===== config.mk =====
export PLATFORM = sky130hd
export DESIGN_NAME = bird_motion_controller
export DESIGN_NICKNAME = d
export VERILOG_FILES = /design/src/rtl/flappy_pkg.sv /design/src/rtl/sync_rise_det.sv /design/src/rtl/bird_motion_controller.sv
export SDC_FILE = /design/constraint.sdc
export NUM_CORES = 1
export LEC_CHECK = 0
export CORE_UTILIZATION = 25
export DETAILED_ROUTE_END_ITERATION = 10
export GPL_ROUTABILITY_DRIVEN = 0
export GPL_TIMING_DRIVEN = 0
export PLACE_DENSITY = 0.44
export SYNTH_ARGS = -nofsm -noshare
export SYNTH_HDL_FRONTEND = slang
export SYNTH_HIERARCHICAL = 1
export SYNTH_SLANG_ARGS = --single-unit

===== constraint.sdc =====
create_clock -name clk -period 3.6 [get_ports clk]
set_clock_uncertainty 0.1 [all_clocks]
set_input_delay 0.36 -clock clk [delete_from_list [all_inputs] [get_ports clk]]
set_output_delay 0.36 -clock clk [all_outputs]
set_load 0.02 [all_outputs]

===== src/rtl/flappy_pkg.sv =====
// Shared types and geometry for the flappy display path.
// The VGA overlay logic uses the same widths as the bird motion controller.
package flappy_pkg;

    typedef enum logic [1:0] {
        IDLE = 2'b00,
        PLAY = 2'b01,
        DEAD = 2'b10
    } game_state_t;

    localparam int VIDEO_WIDTH  = 640;
    localparam int VIDEO_HEIGHT = 480;
    localparam int BIRD_H       = 50;

    // Default widths of the bird_y and velocity registers.
    localparam int Y_W_DEF = 9;
    localparam int V_W_DEF = 6;

endpackage


===== src/rtl/sync_rise_det.sv =====
// Brings an asynchronous level into the clk domain with a two-flop synchroniser.
// Produces a registered one-cycle pulse on each rising edge of the level.
module sync_rise_det (
    input  logic clk,
    input  logic reset,
    input  logic din,
    output logic rise
);

    logic sync_1;
    logic sync_2;
    logic sync_2_d;

    // NOTE: every flop uses a non-blocking assignment, so all of them sample
    // the values they held before this edge and the chain shifts one stage per clock.
    always_ff @(posedge clk or posedge reset) begin
        if (reset) begin
            sync_1   <= 1'b0;
            sync_2   <= 1'b0;
            sync_2_d <= 1'b0;
            rise     <= 1'b0;
        end else begin
            sync_1   <= din;
            sync_2   <= sync_1;
            sync_2_d <= sync_2;
            rise     <= sync_2 & ~sync_2_d;
        end
    end

endmodule


===== src/rtl/bird_motion_controller.sv =====
// Per-frame game sequencer that owns the bird sprite's vertical position.
// On each frame tick it applies gravity and flaps, clamps at the ceiling, detects the floor and runs the game FSM.
module bird_motion_controller
    import flappy_pkg::*;
#(
    parameter int Y_W      = Y_W_DEF,
    parameter int V_W      = V_W_DEF,
    parameter int Y_INIT   = 200,
    parameter int Y_MAX    = 430,
    parameter int GRAVITY  = 1,
    parameter int FLAP_VEL = -8,
    parameter int VEL_MAX  = 10
) (
    input  logic           clk,
    input  logic           reset,
    input  logic           screen_end,
    input  logic           flap,
    input  logic           start,
    output logic [Y_W-1:0] bird_y,
    output logic [1:0]     game_state,
    output logic           frame_update,
    output logic           dead
);

    localparam logic [Y_W-1:0]        Y_INIT_V = Y_W'(Y_INIT);
    localparam logic [Y_W-1:0]        Y_MAX_V  = Y_W'(Y_MAX);
    localparam logic signed [Y_W+1:0] Y_MAX_S  = (Y_W+2)'(Y_MAX);
    localparam logic signed [V_W-1:0] FLAP_V   = V_W'(FLAP_VEL);
    localparam logic signed [V_W-1:0] VMAX_V   = V_W'(VEL_MAX);
    localparam logic signed [V_W:0]   VMAX_X   = (V_W+1)'(VEL_MAX);
    localparam logic signed [V_W:0]   GRAV_X   = (V_W+1)'(GRAVITY);

    logic tick;
    logic flap_rise;
    logic start_rise;

    sync_rise_det u_sync_tick  (.clk(clk), .reset(reset), .din(screen_end), .rise(tick));
    sync_rise_det u_sync_flap  (.clk(clk), .reset(reset), .din(flap),       .rise(flap_rise));
    sync_rise_det u_sync_start (.clk(clk), .reset(reset), .din(start),      .rise(start_rise));

    game_state_t           state_q, state_d;
    logic [Y_W-1:0]        y_q, y_d;
    logic signed [V_W-1:0] vel_q, vel_d;
    logic                  flap_pend, start_pend;
    logic                  flap_eff, start_eff;
    logic signed [V_W:0]   vel_inc;
    logic signed [V_W-1:0] vel_n;
    logic signed [Y_W+1:0] y_n;

    // A press arriving in the same cycle as the tick still counts for that tick.
    assign flap_eff  = flap_pend | flap_rise;
    assign start_eff = start_pend | start_rise;

    always_ff @(posedge clk or posedge reset) begin
        if (reset) begin
            flap_pend  <= 1'b0;
            start_pend <= 1'b0;
        end else begin
            if (state_q != PLAY || tick) begin
                flap_pend <= 1'b0;
            end else if (flap_rise) begin
                flap_pend <= 1'b1;
            end
            if (tick) begin
                start_pend <= 1'b0;
            end else if (start_rise) begin
                start_pend <= 1'b1;
            end
        end
    end

    // NOTE: every variable driven here gets a default before any branch,
    // so no path can leave a value unassigned and infer a latch.
    always_comb begin
        state_d = state_q;
        y_d     = y_q;
        vel_d   = vel_q;
        vel_inc = {vel_q[V_W-1], vel_q} + GRAV_X;
        vel_n   = (vel_inc > VMAX_X) ? VMAX_V : vel_inc[V_W-1:0];
        if (flap_eff) begin
            vel_n = FLAP_V;
        end
        y_n = signed'({2'b00, y_q}) + (Y_W+2)'(vel_n);

        if (tick) begin
            unique case (state_q)
                IDLE: begin
                    y_d   = Y_INIT_V;
                    vel_d = '0;
                    if (start_eff) begin
                        state_d = PLAY;
                    end
                end
                PLAY: begin
                    if (y_n < 0) begin
                        y_d   = '0;
                        vel_d = '0;
                    end else if (y_n >= Y_MAX_S) begin
                        y_d     = Y_MAX_V;
                        vel_d   = '0;
                        state_d = DEAD;
                    end else begin
                        y_d   = y_n[Y_W-1:0];
                        vel_d = vel_n;
                    end
                end
                DEAD: begin
                    if (start_eff) begin
                        state_d = IDLE;
                        y_d     = Y_INIT_V;
                        vel_d   = '0;
                    end
                end
                default: state_d = IDLE;
            endcase
        end
    end

    always_ff @(posedge clk or posedge reset) begin
        if (reset) begin
            state_q      <= IDLE;
            y_q          <= Y_INIT_V;
            vel_q        <= '0;
            frame_update <= 1'b0;
        end else begin
            state_q      <= state_d;
            y_q          <= y_d;
            vel_q        <= vel_d;
            frame_update <= tick;
        end
    end

    assign bird_y     = y_q;
    assign game_state = state_q;
    assign dead       = (state_q == DEAD);

endmodule


Word-level counts from Yosys, hierarchy flattened
Index checks and enable logic that the tools add are counted.
{"block": "totals", "word_cells": 64, "n_memories": 0, "output_inout_bits": 13, "mem_bits_ro": 0, "latchBits": 0, "register_bits": 32, "ramBits": 0}
{"block": "op_classes", "mux": 19, "n_eq_ne": 7, "n_bitwise": 8, "n_mul": 0, "reduce_logical": 7, "n_lt_le_gt_ge": 3, "n_shift": 0, "add_sub_neg": 2, "n_div": 0}
{"op": "6-bit 2-to-1 mux", "count": 5}
{"op": "9-bit 2-to-1 mux", "count": 3}
{"op": "9-bit one-hot mux with 3 select lines", "count": 1}
{"op": "6-bit one-hot mux with 3 select lines", "count": 1}
{"op": "10-bit by 6-bit adder with 11-bit output", "count": 1}
{"op": "11-bit by 10-bit greater-or-equal comparator with 1-bit output (second input constant)", "count": 1}
{"op": "11-bit by 1-bit < comparator with 1-bit output (second input constant)", "count": 1}
{"op": "2-bit 2-to-1 mux", "count": 4}
{"op": "6-bit by 2-bit adder with 7-bit output (second input constant)", "count": 1}
{"op": "7-bit by 5-bit greater-than comparator with 1-bit output (second input constant)", "count": 1}
{"op": "2-bit != test (second input constant)", "count": 3}
{"op": "2-bit one-hot mux with 3 select lines", "count": 1}
{"op": "5-bit AND reduction", "count": 1}
{"op": "1-bit 2-to-1 mux", "count": 4}
{"op": "2-bit by 1-bit != test with 1-bit output (second input constant)", "count": 2}
{"op": "2-bit nonzero test", "count": 2}
{"op": "1-bit AND", "count": 3}
{"op": "1-bit NOT", "count": 3}
{"op": "3-bit AND reduction", "count": 1}
{"op": "3-bit nonzero test", "count": 1}
{"op": "2-bit by 1-bit equality test with 1-bit output (second input constant)", "count": 1}
{"op": "2-bit equality test (second input constant)", "count": 1}
{"op": "2-bit zero test", "count": 1}
{"op": "1-bit bitwise OR", "count": 2}
{"op": "1-bit logical OR", "count": 1}

Logic depth before layout (Yosys ltp)
{"block": "logic_depth", "word_depth": 9, "mapped_depth": 19, "depth_no_buf": 18}

Hierarchy
The synthesis kept the hierarchy.
{"mod": "bird_motion_controller", "seq_area_each_um2": 504.2, "cells_each": 163, "instances": 1, "area_each_um2": 1615.3}
{"mod": "sync_rise_det", "seq_area_each_um2": 100.1, "cells_each": 6, "instances": 3, "area_each_um2": 117.6}

Worst setup path after synthesis
No wires, ideal clock.
{"block": "synth_path", "path_type": "register to register", "startpoint": "register vel_q[0]", "endpoint": "register y_q[1], in the netlist bird_y[1]", "required_time_ns": 3.374, "n_path_buf": 0, "arrival_ns": 3.485, "synth_period_minus_slack_ns": 3.711, "path_stages_with_launch": 18, "path_slack_ns": -0.111, "path_cell_list": "dfrtp_1 -> ha_1 -> nand3_1 -> a21oi_1 -> mux2i_1 -> nor3_1 -> nand2_1 -> nor2_1 -> ha_1 -> inv_1 -> fa_1 -> and2b_1 -> o2111ai_2 -> a32oi_2 -> xor2_1 -> a211oi_2 -> nand2b_4 -> a221o_1"}
{"block": "synth_via", "elab_chain_cells": 9}
{"item": "from (decl)", "line": "bird_motion_controller.sv:43", "rtl": "logic signed [V_W-1:0] vel_q, vel_d;"}
{"item": "from (signal assigned)", "line": "bird_motion_controller.sv:128", "rtl": "vel_q <= vel_d;"}
{"item": "6-bit by 2-bit adder with 7-bit output (*)", "line": "bird_motion_controller.sv:78", "rtl": "vel_inc = {vel_q[V_W-1], vel_q} + GRAV_X;"}
{"item": "7-bit by 5-bit greater-than comparator with 1-bit output", "line": "bird_motion_controller.sv:79", "rtl": "vel_n = (vel_inc > VMAX_X) ? VMAX_V : vel_inc[V_W-1:0];"}
{"item": "6-bit 2-to-1 mux (*)", "line": "bird_motion_controller.sv:79"}
{"item": "6-bit 2-to-1 mux (*)", "line": "bird_motion_controller.sv:80", "rtl": "if (flap_eff) begin"}
{"item": "10-bit by 6-bit adder with 11-bit output (*)", "line": "bird_motion_controller.sv:83", "rtl": "y_n = signed'({2'b00, y_q}) + (Y_W+2)'(vel_n);"}
{"item": "11-bit by 10-bit greater-or-equal comparator with 1-bit output", "line": "bird_motion_controller.sv:98", "rtl": "end else if (y_n >= Y_MAX_S) begin"}
{"item": "9-bit 2-to-1 mux", "line": "bird_motion_controller.sv:98"}
{"item": "9-bit 2-to-1 mux (*)", "line": "bird_motion_controller.sv:95", "rtl": "if (y_n < 0) begin"}
{"item": "9-bit one-hot mux with 3 select lines (*)", "line": "bird_motion_controller.sv:86", "rtl": "unique case (state_q)"}
{"item": "to (signal assigned)", "line": "bird_motion_controller.sv:127", "rtl": "y_q <= y_d;"}
{"item": "to (decl)", "line": "bird_motion_controller.sv:42", "rtl": "logic [Y_W-1:0] y_q, y_d;"}
Mark *: on every way between the ends. The rest lies on a longest branch, timed or not.
A chain may end at the register's enable or synchronous reset.

Worst setup path in the final report
Ends and elaborated chain as after synthesis.

==> impl_metrics.tcl <==
set metrics [dict create \
    overflow 0 \
    rows 31 \
    p_leak_nw 1.11 \
    initial_core_util_pct 26.4 \
    hpwlAfterDp_mm 3.29 \
    grt_pass1_wl_mm 7.93 \
    tns_ns -2.01 \
    die_y_um 90.7 \
    pin_count 18 \
    drv_cap 0 \
    ir_drop_v 0.000289 \
    ff_latch_area_um2 807 \
    outcome "finished, violations left" \
    drtPass1Iterations 4 \
    synth_top_area_share_pct 36.9 \
    reg2reg_slack_ns -0.20 \
    synth_area_um2 1970 \
    fin_crit_ns 3.80 \
    reg2regPathDepth 17 \
    hold_path_class "primary input to asynchronous set/reset pin" \
    critical_path_class "flop to flop" \
    synth-async-reset-ratio_pct 100 \
    ys_warn_count 6 \
    grt_pass1_vias 1543 \
    fill_cells 759 \
    required_ns 3.67 \
    tritoncts "yes" \
    routed_wl_mm 4.78 \
    rr_endpoint "bird_y[1]" \
    cts_inserted_buffers 5 \
    die_area_um2 8230 \
    yosys-top-cells-count "dfrtp_1, ha_1, inv_1, nand2_1" \
    drt_iter0_drc 63 \
    synthDistinctLibCells 62 \
    ys_seq_area_share_pct 40.9 \
    grt.total_usage_pct 12.4 \
    total_power_mw 2.31 \
    synth_seq_cells 32 \
    core_area_um2 7450 \
    grt_max_degree 21 \
    post-route-drc-count 0 \
    violations "negative setup slack" \
    start_kind "flop" \
    powerDensity_nw_per_um2 880 \
    fin_crit_sh_pct 106 \
    layout-drive-gt1-share_pct 33.0 \
    cts-root-buf "clkbuf_8" \
    tightest_slew_ns 0.844 \
    syn_avg_cell_area_um2 10.9 \
    antenna_found_initial 0 \
    yosysTopAreaCell "dfrtp_1" \
    multiInputGateArea_um2 1190 \
    rsz0062_at_grt "true" \
    syn-num-nets 199 \
    path_clk_slew_ns 0.07 \
    drtAntennaViolNets 0 \
    end_kind "flop" \
    nets 241 \
    drv_slew 0 \
    stdcell_count 323 \
    cts_sinks 32 \
    clk_latency_ns 0.29 \
    layout.core_utilization_pct 35.2 \
    synthFlopType "dfrtp_1" \
    syn2layout_area_growth_pct 33.4 \
    crit_path_max_fanout 4 \
    cts_hold_buf 0 \
    hold_violations 0 \
    die_w_um 90.7 \
    synthCells 181 \
    antennaDiodeCount 0 \
    fin_ws_ns -0.198 \
    synth_edf_count 0 \
    whs_ns 0.228 \
    r2r-start "vel_q[0]" \
    routed_via_density 4.77 \
    wl_per_cell_um 14.8 \
    synth_area_leaders "dfrtp_1, ha_1, dfstp_2" \
    yosysMostFrequentCell "dfrtp_1" \
    portBuffers 17 \
    finalSetupViolations 17 \
    fmax_ghz 0.263 \
    placed_cells 297 \
    timing.slew.headroom_pct 43.7 \
    cts_buffer_depth 2 \
    vias 1540 \
    cp.arrival_ns 3.87 \
    cts.htree.levels 2 \
]
-- worst max-delay path: stages (launching register included) --
cell and delay [ns]:
dfrtp_2 0.45, buf_4 0.16, nand3_1 0.08, xor2_1 0.21
nor3_1 0.09, nor3_2 0.24, nand2_1 0.10, nor2_2 0.16
ha_2 0.20, inv_1 0.05, fa_2 0.34, and2b_2 0.25
o2111ai_4 0.15, a32oi_2 0.25, xor2_1 0.24, a211oi_2 0.06
nand2b_4 0.19, a221o_1 0.36
-- final cells by class --
type / count / area share, %
sequential: 32 / 30.7
tap: 99 / 4.72
timing repair buffer: 34 / 11.8
clock inverter: 3 / 1.62
buffer: 4 / 1.14
clock buffer: 5 / 2.62
multi-input combinational: 133 / 45.5
inverter: 13 / 1.86
-- layout by cell type, fill, tap and decap left out, types with 2 or more instances in the layout --
master,Yosys,routed
xnor2_1,5,4
clkbuf_8,0,5
nand3_1,6,5
clkbuf_1,2,2
o21ai_1,7,7
ha_1,12,10
buf_4,0,16
inv_2,1,2
a211oi_2,3,4
inv_1,12,11
a32o_2,3,3
o22ai_1,2,2
nor2b_4,3,3
o21ai_4,1,2
nor3_1,5,4
a21oi_1,7,6
xor2_1,4,4
a32o_1,3,3
nand2_2,2,2
nand2_1,12,12
nor2_1,7,6
a21oi_2,1,2
nor2b_1,2,2
buf_6,2,2
dfrtp_1,29,27
dfrtp_2,0,2
xnor2_2,1,2
clkdlybuf4s50_1,0,17
o21ai_0,7,7
dfstp_2,3,3
and3_1,2,2
-- state kept, by name (all words and copies together), names as in the netlist --
signal,flops
bird_y,9
vel_q,6
game_state,2
flap_pend,1
frame_update,1
start_pend,1
u_sync_flap/rise,1
u_sync_flap/sync_1,1
u_sync_flap/sync_2,1
u_sync_flap/sync_2_d,1
u_sync_start/rise,1
u_sync_start/sync_1,1
u_sync_start/sync_2,1
u_sync_start/sync_2_d,1
u_sync_tick/rise,1
u_sync_tick/sync_1,1
u_sync_tick/sync_2,1
u_sync_tick/sync_2_d,1
-- cell families after synthesis --
logic type                 synth area share, %
adders and majority gates                 8.65
DFF                                       40.9
xor gates and xnor gates                  7.06
muxes                                    0.509
buffers and inverters                     4.00
and+or+nand+nor                           14.2
AOI/OAI and AO/OA                         24.7
-- power breakdown --
group	switching (mW)	total, mW	internal, mW
clock network	0.144	0.348	0.205
logic	0.735	1.42	0.686
registers	0.0939	0.540	0.446
-- stage by stage --
stage	cell area, um2	setup slack (ns)
2_1_floorplan	1980	0.0110
3_3_place_gp	2270	-0.629
3_5_place_dp	2270	-0.542
4_1_cts	2560	-0.176
5_1_grt	2630	-0.396
6_report	2630	-0.198
-- per-layer routing --
metal  wire [um]  vias to the layer above  global-route usage (%)
met3         172                        8                    3.03
met1        2400                      756                    17.7
li1            -                      749                       -
met2        2150                       27                    18.2
met5           0                        -                       0
met4          56                        0                    4.03
-- timing repair --
action                     CTS  global route
cloned                       1             0
gates resized for setup     13             5
setup buffers               12             5
setup endpoints to repair   17            17
pin swaps                   10             4
-- how the worst max path moves through the flow --
stage,from,to,slack [ns],depth (start not counted)
2_1_floorplan,vel_q[0],bird_y[1],0.01,17
3_3_place_gp,vel_q[0],bird_y[1],-0.63,18
3_5_place_dp,vel_q[0],bird_y[1],-0.54,18
4_1_cts,vel_q[1],bird_y[1],-0.18,18
5_1_grt,vel_q[0],vel_q[1],-0.40,18
6_report,vel_q[0],bird_y[1],-0.20,17
Note: power is estimated with default switching activity, not from simulation.
